File: src/rtl/sc_ulpi_reg_ctrl.sv
// sc_ulpi_reg_ctrl -- link-side ULPI register access sequencer.
//
// Accepts one register read/write request at a time from the SCBC control
// logic and runs it on the ULPI bus. The sequence is TX CMD, then an optional
// extended address, then either write data followed by STP, or a read
// turnaround followed by the data byte from the PHY. A PHY abort (dir rising
// while the link drives, or nxt during read data) causes the request to be
// retried. When the bus is otherwise idle, RX CMD bytes are captured.
//
// Ports:
//   CLK, RSTN           60 MHz ULPI clock, async active-low reset
//   REQ/REQ_WR/REQ_ADDR/REQ_WDATA   request, held stable until ACK
//   ACK/ERR/RDATA       completion pulse, error flag, read data
//   ULPI_DIR/NXT/DATA_I PHY-driven bus signals
//   ULPI_DATA_O/OE/STP  link-driven bus signals
//   RXCMD/RXCMD_VLD     last RX CMD byte and its update pulse
module sc_ulpi_reg_ctrl #(
    parameter int TIMEOUT_CYC = 256,
    parameter int MAX_RETRY   = 3
) (
    input  logic       CLK,
    input  logic       RSTN,
    input  logic       REQ,
    input  logic       REQ_WR,
    input  logic [7:0] REQ_ADDR,
    input  logic [7:0] REQ_WDATA,
    output logic       ACK,
    output logic       ERR,
    output logic [7:0] RDATA,
    input  logic       ULPI_DIR,
    input  logic       ULPI_NXT,
    input  logic [7:0] ULPI_DATA_I,
    output logic [7:0] ULPI_DATA_O,
    output logic       ULPI_DATA_OE,
    output logic       ULPI_STP,
    output logic [7:0] RXCMD,
    output logic       RXCMD_VLD
);

    typedef enum logic [3:0] {
        IDLE, TURN, TXCMD, TXEAD, TXDATA, STP, RD_TURN, RD_DATA, RD_END, RX, DONE
    } state_e;

    typedef struct packed {
        logic       altInt;
        logic       id;
        logic [1:0] rxEvent;
        logic [1:0] vbusState;
        logic [1:0] lineState;
    } rxCmd_s;

    localparam int TW = (TIMEOUT_CYC > 1) ? $clog2(TIMEOUT_CYC) : 1;
    localparam int RW = $clog2(MAX_RETRY + 2);
    localparam logic [TW-1:0] TO_LAST   = TW'(TIMEOUT_CYC - 1);
    localparam logic [RW-1:0] RETRY_LIM = RW'(MAX_RETRY);

    state_e        state;
    logic [TW-1:0] toCnt;
    logic [RW-1:0] retryCnt;
    logic          isWr, isExt, toErr, drive;
    logic [7:0]    addr, wdata, rdBuf;
    rxCmd_s        rxCmd;

    logic       reqExt, timeout, retryOver;
    logic [7:0] reqCmd;

    assign reqExt    = (REQ_ADDR > 8'h3F) || (REQ_ADDR == 8'h2F);
    assign reqCmd    = {REQ_WR ? 2'b10 : 2'b11, reqExt ? 6'h2F : REQ_ADDR[5:0]};
    assign timeout   = (toCnt == TO_LAST);
    assign retryOver = (retryCnt > RETRY_LIM);

    // Gated combinationally so the link releases the bus in the very cycle
    // the PHY takes it.
    assign ULPI_DATA_OE = drive & ~ULPI_DIR;
    assign RXCMD        = rxCmd;

    always_ff @(posedge CLK or negedge RSTN) begin
        if (!RSTN) begin
            state       <= IDLE;
            toCnt       <= '0;
            retryCnt    <= '0;
            isWr        <= 1'b0;
            isExt       <= 1'b0;
            toErr       <= 1'b0;
            drive       <= 1'b0;
            addr        <= 8'h00;
            wdata       <= 8'h00;
            rdBuf       <= 8'h00;
            rxCmd       <= '0;
            ACK         <= 1'b0;
            ERR         <= 1'b0;
            RDATA       <= 8'h00;
            ULPI_DATA_O <= 8'h00;
            ULPI_STP    <= 1'b0;
            RXCMD_VLD   <= 1'b0;
        end else begin
            // Timer only runs while waiting in a timed state; any exit clears it.
            toCnt     <= '0;
            ACK       <= 1'b0;
            RXCMD_VLD <= 1'b0;
            case (state)
                IDLE: begin
                    if (ULPI_DIR) begin
                        state <= RX;    // this cycle is the turnaround
                    end else if (REQ && retryOver) begin
                        state <= DONE;
                        ACK   <= 1'b1;
                        ERR   <= 1'b1;
                    end else if (REQ) begin
                        // Also the restart point after an abort; REQ is stable.
                        state       <= TXCMD;
                        isWr        <= REQ_WR;
                        isExt       <= reqExt;
                        addr        <= REQ_ADDR;
                        wdata       <= REQ_WDATA;
                        toErr       <= 1'b0;
                        drive       <= 1'b1;
                        ULPI_DATA_O <= reqCmd;
                    end
                end
                TURN: state <= IDLE;
                TXCMD, TXEAD, TXDATA: begin
                    if (ULPI_DIR) begin
                        state       <= RX;
                        retryCnt    <= retryCnt + RW'(1);
                        drive       <= 1'b0;
                        ULPI_DATA_O <= 8'h00;
                    end else if (ULPI_NXT) begin
                        if (state == TXCMD && isExt) begin
                            state       <= TXEAD;
                            ULPI_DATA_O <= addr;
                        end else if (state != TXDATA && isWr) begin
                            state       <= TXDATA;
                            ULPI_DATA_O <= wdata;
                        end else if (state != TXDATA) begin
                            state       <= RD_TURN;
                            ULPI_DATA_O <= 8'h00;
                        end else begin
                            state       <= STP;
                            ULPI_STP    <= 1'b1;
                            ULPI_DATA_O <= 8'h00;
                        end
                    end else if (timeout) begin
                        state       <= STP;
                        toErr       <= 1'b1;
                        ULPI_STP    <= 1'b1;
                        ULPI_DATA_O <= 8'h00;
                    end else begin
                        toCnt <= toCnt + TW'(1);
                    end
                end
                STP: begin
                    state    <= DONE;
                    ULPI_STP <= 1'b0;
                    drive    <= 1'b0;
                    ACK      <= 1'b1;
                    ERR      <= toErr;
                end
                RD_TURN: begin
                    if (ULPI_DIR) begin
                        state <= RD_DATA;
                        drive <= 1'b0;
                    end else if (timeout) begin
                        state <= DONE;
                        drive <= 1'b0;
                        ACK   <= 1'b1;
                        ERR   <= 1'b1;
                    end else begin
                        toCnt <= toCnt + TW'(1);
                    end
                end
                RD_DATA: begin
                    // nxt here means the PHY switched to USB receive data;
                    // dir dropping means it gave up on the read.
                    if (!ULPI_DIR) begin
                        state    <= TURN;
                        retryCnt <= retryCnt + RW'(1);
                    end else if (ULPI_NXT) begin
                        state    <= RX;
                        retryCnt <= retryCnt + RW'(1);
                    end else begin
                        state <= RD_END;
                        rdBuf <= ULPI_DATA_I;
                    end
                end
                RD_END: begin
                    if (!ULPI_DIR) begin
                        state <= DONE;
                        ACK   <= 1'b1;
                        ERR   <= 1'b0;
                        RDATA <= rdBuf;
                    end
                end
                RX: begin
                    if (!ULPI_DIR) begin
                        state <= TURN;
                    end else if (!ULPI_NXT) begin
                        rxCmd     <= rxCmd_s'(ULPI_DATA_I);
                        RXCMD_VLD <= 1'b1;
                    end
                end
                DONE: begin
                    state    <= IDLE;
                    retryCnt <= '0;
                end
                default: state <= IDLE;
            endcase
        end
    end

endmodule
File: config.mk
export PLATFORM = sky130hd
export DESIGN_NAME = sc_ulpi_reg_ctrl
export DESIGN_NICKNAME = d
export VERILOG_FILES = /design/src/rtl/sc_ulpi_reg_ctrl.sv
export SDC_FILE = /design/constraint.sdc
export NUM_CORES = 1
export LEC_CHECK = 0
export ABC_AREA = 1
export CELL_PAD_IN_SITES_DETAIL_PLACEMENT = 1
export CELL_PAD_IN_SITES_GLOBAL_PLACEMENT = 2
export CORE_MARGIN = 4
export CORE_UTILIZATION = 31
export DETAILED_ROUTE_END_ITERATION = 10
export PLACE_DENSITY = 0.87
export REMOVE_ABC_BUFFERS = 1
export SYNTH_ARGS = -nofsm -noshare
export SYNTH_HDL_FRONTEND = slang
export SYNTH_SLANG_ARGS = --single-unit
File: constraint.sdc
create_clock -name CLK -period 1.8 [get_ports CLK]
set_input_delay 0.18 -clock CLK [delete_from_list [all_inputs] [get_ports CLK]]
set_output_delay 0.18 -clock CLK [all_outputs]
set_load 0.03 [all_outputs]
==> flow_metrics.env, run 1 <==
export IMPL_status="finished clean"
export IMPL_drtPass1Iterations=4
export IMPL_via_count=3277
export IMPL_fillers=1385
export IMPL_clkLatencyLatePin_ns=0.34
export IMPL_viasPerCell=4.65
export IMPL_grt_pass1_vias=3466
export IMPL_irDropWorstVdd_uv=631
export IMPL_io_pins=59
export IMPL_htree_levels=3
export IMPL_wl_per_cell_um=14.3
export IMPL_seq_area_um2=1780
export IMPL_cap_violations=0
export IMPL_initial_core_util_pct=31.8
export IMPL_synth_top_area_share_pct=48.8
export IMPL_power_leakage_nw=2.48
export IMPL_setup_slack_ns=0.155
export IMPL_crit_type="reg -> reg"
export IMPL_dieArea_um2=13500
export IMPL_track_usage_pct=16.1
export IMPL_totalWireLength_um=10000
export IMPL_cp_required_ns=2.07
export IMPL_yosysUniqueCellTypes=28
export IMPL_syn_to_final_growth_pct=33.9
export IMPL_place_ws_ns=0.103
export IMPL_netlist_area_um2=3640
export IMPL_crit_path_start_kind="register"
export IMPL_grt_antenna_before_repair=0
export IMPL_dr_first_iter_drc_count=161
export IMPL_rows=39
export IMPL_finalSetupViolCount=0
export IMPL_synth_warnings=0
export IMPL_hold_violations=0
export IMPL_drv_slew=0
export IMPL_ys_flop_type="dfrtp_1"
export IMPL_slew_headroom_pct=73.9
export IMPL_port_buffers=58
export IMPL_grt_pass1_wl_um=17200
export IMPL_cts_buffers_inserted=9
export IMPL_clock_sinks=71
export IMPL_yosysTopAreaCell="dfrtp_1"
export IMPL_gp_congestion=0.860
export IMPL_dp_hpwl_um=7480
export IMPL_grt_ovfl_total=0
export IMPL_ys_ff_latch=71
export IMPL_die_x_um=116
export IMPL_instances_no_fill=704
export IMPL_root_buffer="clkbuf_16"
export IMPL_ys_top_cells_by_area="dfrtp_1 (49%), nand2_1 (18%), o21ai_0 (7.0%)"
export IMPL_cts_tree="done"
export IMPL_worstMarginPinSlew_ns=0.391
export IMPL_ant_nets=0
export IMPL_drc=0
export IMPL_ff2ff_path_depth=8
export IMPL_hold_class="in -> async"
export IMPL_hold_worst_slack_ns=0.321
export IMPL_p_per_area_nw_per_um2=1770
export IMPL_drive_gt1_share_pct=12.1
export IMPL_async_flop_share_pct=100
export IMPL_synth_area_per_cell_um2=7.67
export IMPL_clk_pin_slew_worst_paths_ns=0.06
export IMPL_period_minus_slack_ns=1.65
export IMPL_syn_inst=475
export IMPL_path_max_fanout=8
export IMPL_synth_enable_flop_cells=0
export IMPL_fin_worst_skew_ns=0.00725
export IMPL_final_common_cell="nand2_1"
export IMPL_seq_area_frac_synth_pct=48.8
export IMPL_antennaDiodeCount=0
export IMPL_clockBufferDepth=2
export IMPL_nets=589
export IMPL_mostFrequentLayoutCells="nand2_1 (172), dfrtp_1 (70), clkdlybuf4s50_1 (56)"
export IMPL_core_um2=11500
export IMPL_fp_dieH_um=116
export IMPL_post_route_util_pct=42.5
export IMPL_grt_max_degree=32
export IMPL_arrival_ns=1.92
export IMPL_total_power_w=0.00863
export IMPL_endpoint_kind="register"
export IMPL_max_freq_mhz=608
export IMPL_placed_cells=683
export IMPL_fin_crit_sh_pct=91.4
export IMPL_multi_input_area_um2=1580
==> stage by stage <==
step	TNS (ns)	cell area, um^2
6_report	0	4870
5_1_grt	-0.00623	4870
4_1_cts	0	4840
3_5_place_dp	0	4500
3_3_place_gp	0	4500
2_1_floorplan	0	3570
==> metal layers <==
layer / vias to the layer above / part of all wire [%] / global-route usage, %
met5: - / 0 / 0
met4: 0 / 1.8 / 5.88
met3: 11 / 2.6 / 3.21
met2: 36 / 49 / 26.7
met1: 1576 / 46 / 20.8
li1: 1654 / - / -
==> final timing paths <==
kind | slack [ns] | end | startpoint
setup / recovery | 0.15 | ULPI_DATA_O[0]$_DFFE_PN0P_ | state[3]$_DFFE_PN0P_
hold / removal | 0.32 | retryCnt[1]$_DFFE_PN0P_ | RSTN
max in group asynchronous | 0.92 | state[1]$_DFFE_PN0P_ | RSTN
setup reg to reg | 0.15 | ULPI_DATA_O[0]$_DFFE_PN0P_ | state[3]$_DFFE_PN0P_
hold reg to reg | 0.46 | toCnt[0]$_DFF_PN0_ | toCnt[0]$_DFF_PN0_
min in group CLK | 0.41 | wdata[3]$_DFFE_PN0P_ | REQ_WDATA[3]
==> sequential cells by signal, indices dropped and copies added, names as in the netlist <==
name         count
ULPI_STP         1
toCnt            8
retryCnt         3
RXCMD            8
state            4
wdata            8
rdBuf            8
RDATA            8
ERR              1
addr             8
isExt            1
toErr            1
isWr             1
ACK              1
RXCMD_VLD        1
drive            1
ULPI_DATA_O      8
==> Yosys cell counts, types with 4 or more instances <==
cell type  instances
nand2_1          172
xor2_1             5
nor2_1            40
dfrtp_1           71
inv_1             51
o21ai_0           51
nor2_2             6
nand2_2            4
nand4_1            5
nor3_1             5
inv_2              4
nand3_1           28
nor2_4             5
buf_6              4
==> report_power, final <==
part | internal [W] | switching, W
Clock | 0.00123 | 0.000722
Combinational | 0.00156 | 0.00251
Sequential | 0.00222 | 0.000383
Total | 0.00501 | 0.00362
==> cell type report <==
type,instances,area share (%)
clock buffer,9,4.62
clock inverter,7,2.13
inverter,55,4.24
multi-input combinational,340,32.5
sequential,71,36.5
tap,143,3.67
timing repair buffer,79,16.4
==> what timing repair did <==
item,CTS,global route
hold buffers,1,0
hold endpoints to repair,25,0
gates resized for setup,0,1
endpoints found under the setup margin,0,3
buffers inserted,0,4
==> logic make-up (layout without fill, tap and decap cells) <==
family          Yosys count  count (layout)  synth area share [%]
xor+xnor                  5               5                  1.20
flops                    71              71                  48.8
fa+ha+maj                 3               3                  1.03
compound gates           55              55                  7.63
buf+inv                  64             150                  7.70
simple gates            277             277                  33.6
==> critical path, stage by stage, from the launching register on <==
cell and delay (ns):
dfrtp_1 0.44, nor2_2 0.18, buf_4 0.15, nand2_2 0.10, nand3_1 0.19, nand2_1 0.12
nor2_4 0.23, nand2_1 0.10, nand2_1 0.07
(Power assumes the default switching activity.)
==> run 2: changes to the inputs <==
==> constraint.sdc (replaced) <==
create_clock -name CLK -period 1.8 [get_ports CLK]
set_input_delay 0.27 -clock CLK [delete_from_list [all_inputs] [get_ports CLK]]
set_output_delay 0.27 -clock CLK [all_outputs]
set_load 0.03 [all_outputs]
==> flow_metrics.env, run 2 (synthesis gave the netlist of run 1 again) <==
export IMPL_fin_worst_skew_ns=0.00990
export IMPL_dr_first_iter_drc_count=111
export IMPL_fp_dieH_um=116
export IMPL_grt_pass1_vias=3559
export IMPL_busiest_layer="met2"
export IMPL_grt_antenna_before_repair=0
export IMPL_io_pins=59
export IMPL_clock_sinks=71
export IMPL_dpl_cell_area_um2=4520
export IMPL_cts_setup_buffers=0
export IMPL_power_switching_w=0.00358
export IMPL_drc=0
export IMPL_power_leakage_nw=2.46
export IMPL_wl_per_cell_um=14.5
export IMPL_slowest_stage="clkdlybuf4s50_1"
export IMPL_fin_crit_sh_pct=92.3
export IMPL_setup_slack_ns=0.139
export IMPL_viasPerCell=4.61
export IMPL_drive_gt1_share_pct=12.3
export IMPL_path_buf_inv=1
export IMPL_htree_levels=3
export IMPL_power_share_sequential_pct=30.7
export IMPL_crit_type="reg -> out"
export IMPL_rows=39
export IMPL_critPathMaxStageDelay_ns=0.69
export IMPL_period_minus_slack_ns=1.66
export IMPL_crit_family="buffers and inverters"
export IMPL_grt_max_degree=35
export IMPL_final_common_cell="nand2_1"
export IMPL_cts_tree="done"
export IMPL_via_count=3242
export IMPL_totalWireLength_um=10200
export IMPL_cts_buffers_inserted=9
export IMPL_max_freq_mhz=602
export IMPL_p_int_w=0.00491
export IMPL_worstMarginPinSlew_ns=0.383
export IMPL_place_ws_ns=0.0213
export IMPL_met2_usage_pct=27.1
export IMPL_status="finished clean"
export IMPL_irDropWorstVdd_uv=780
export IMPL_instances_no_fill=704
export IMPL_port_buffers=58
export IMPL_gr_usage_met1_pct=21.4
export IMPL_dp_hpwl_um=7730
export IMPL_initial_core_util_pct=31.8
export IMPL_cp_depth=1
export IMPL_rsz0062_at_grt="false"
export IMPL_ff2ff_path_depth=8
export IMPL_drtPass1Iterations=4
export IMPL_slew_headroom_pct=74.2
export IMPL_clk_pin_slew_worst_paths_ns=0.06
export IMPL_hold_violations=0
export IMPL_p_sw_share_pct=42.2
export IMPL_dieArea_um2=13500
export IMPL_path_max_fanout=2
export IMPL_clkLatencyLatePin_ns=0.34
export IMPL_clockBufferDepth=2
export IMPL_track_usage_pct=16.6
export IMPL_use_met3_pct=3.06
export IMPL_p_per_area_nw_per_um2=1750
export IMPL_crit_chain="clkdlybuf4s50_1"
export IMPL_core_um2=11500
export IMPL_p_comb_share_pct=47.6
export IMPL_endpoint_kind="primary output"
export IMPL_mostFrequentLayoutCells="nand2_1 (171), dfrtp_1 (70), clkdlybuf4s50_1 (56)"
export IMPL_tns_ns=0
export IMPL_die_x_um=116
export IMPL_nets=589
export IMPL_post_route_util_pct=42.2
export IMPL_grt_pass1_wl_um=17400
export IMPL_root_buffer="clkbuf_16"
export IMPL_arrival_ns=1.39
export IMPL_pwr_share_clk_pct=21.7
export IMPL_drv_slew=0
export IMPL_cap_violations=0
export IMPL_ant_nets=0
export IMPL_antennaDiodeCount=0
export IMPL_grt_ovfl_total=0
export IMPL_syn_to_final_growth_pct=33.1
export IMPL_cp_required_ns=1.53
export IMPL_gp_congestion=0.910
export IMPL_placed_cells=687
export IMPL_hold_class="in -> async"
export IMPL_finalSetupViolCount=0
export IMPL_crit_path_start_kind="register"
export IMPL_final_area_um2=4840
run 2: cell types whose count changed in the layout (fill, tap and decap cells not counted):
cell | previous run | this run
inv_6 | 3 | 0
clkbuf_8 | 0 | 2
clkinv_2 | 0 | 2
buf_12 | 5 | 4
buf_4 | 17 | 18
bufinv_16 | 2 | 1
clkinv_4 | 2 | 1
clkinvlp_4 | 0 | 1
nand2_1 | 172 | 171
nand2_2 | 4 | 5
run 2: worst paths after layout:
path | startpoint | end | slack [ns]
hold / removal | RSTN | isExt$_DFFE_PN0P_ | 0.36
setup reg to reg | state[0]$_DFFE_PN0P_ | ULPI_DATA_O[2]$_DFFE_PN0P_ | 0.14
hold reg to reg | toCnt[0]$_DFF_PN0_ | toCnt[0]$_DFF_PN0_ | 0.47
max in group asynchronous | RSTN | state[1]$_DFFE_PN0P_ | 0.87
setup / recovery | ULPI_DATA_O[6]$_DFFE_PN0P_ | ULPI_DATA_O[6] | 0.14
min in group CLK | toCnt[0]$_DFF_PN0_ | toCnt[0]$_DFF_PN0_ | 0.47
run 2: timing repair:
action / in CTS / in global routing
resized for setup: 0 / 2
hold endpoints to repair: 17 / 0
hold buffers: 1 / 0
endpoints found under the setup margin: 0 / 14
run 2: layout make-up:
class,instances,area (um^2)
flip-flops and latches,71,1780
clock buffers,11,253
repair buffers,79,786
clock inverters,5,56.3
inverters,55,206
fillers,1387,6620
well taps,143,179
multi-input cells,340,1590
run 2: metal layers:
metal  part of all wire (%)  vias to the layer above  wire length, um
met5                      0                        -                0
met4                    2.3                        0              237
met3                    3.2                       14              329
met2                     48                       49             4880
met1                     47                     1539             4760
li1                       -                     1640                -
run 2: power by group through the flow:
stage | sequential (W) | clock [W] | combinational, W
global route | 0.00269 | 0.00195 | 0.00456
detailed placement | 0.00263 | 0 | 0.00410
finish | 0.00261 | 0.00184 | 0.00404
floorplan | 0.00308 | 0 | 0.00192
global placement | 0.00262 | 0 | 0.00395
CTS | 0.00262 | 0.00189 | 0.00412
run 2: through the flow:
stage               power (W)  hold slack [ns]
finish                0.00849            0.364
floorplan             0.00499          -0.0256
global placement      0.00657            0.172
detailed placement    0.00672            0.173
CTS                   0.00863            0.368
global route          0.00920            0.390
==> run 3: changes to the inputs <==
CTS_CLUSTER_SIZE = 10   (was unset)
==> results of run 3 <==
Same layout as run 2: the final DEF is identical, and so are final timing and power.
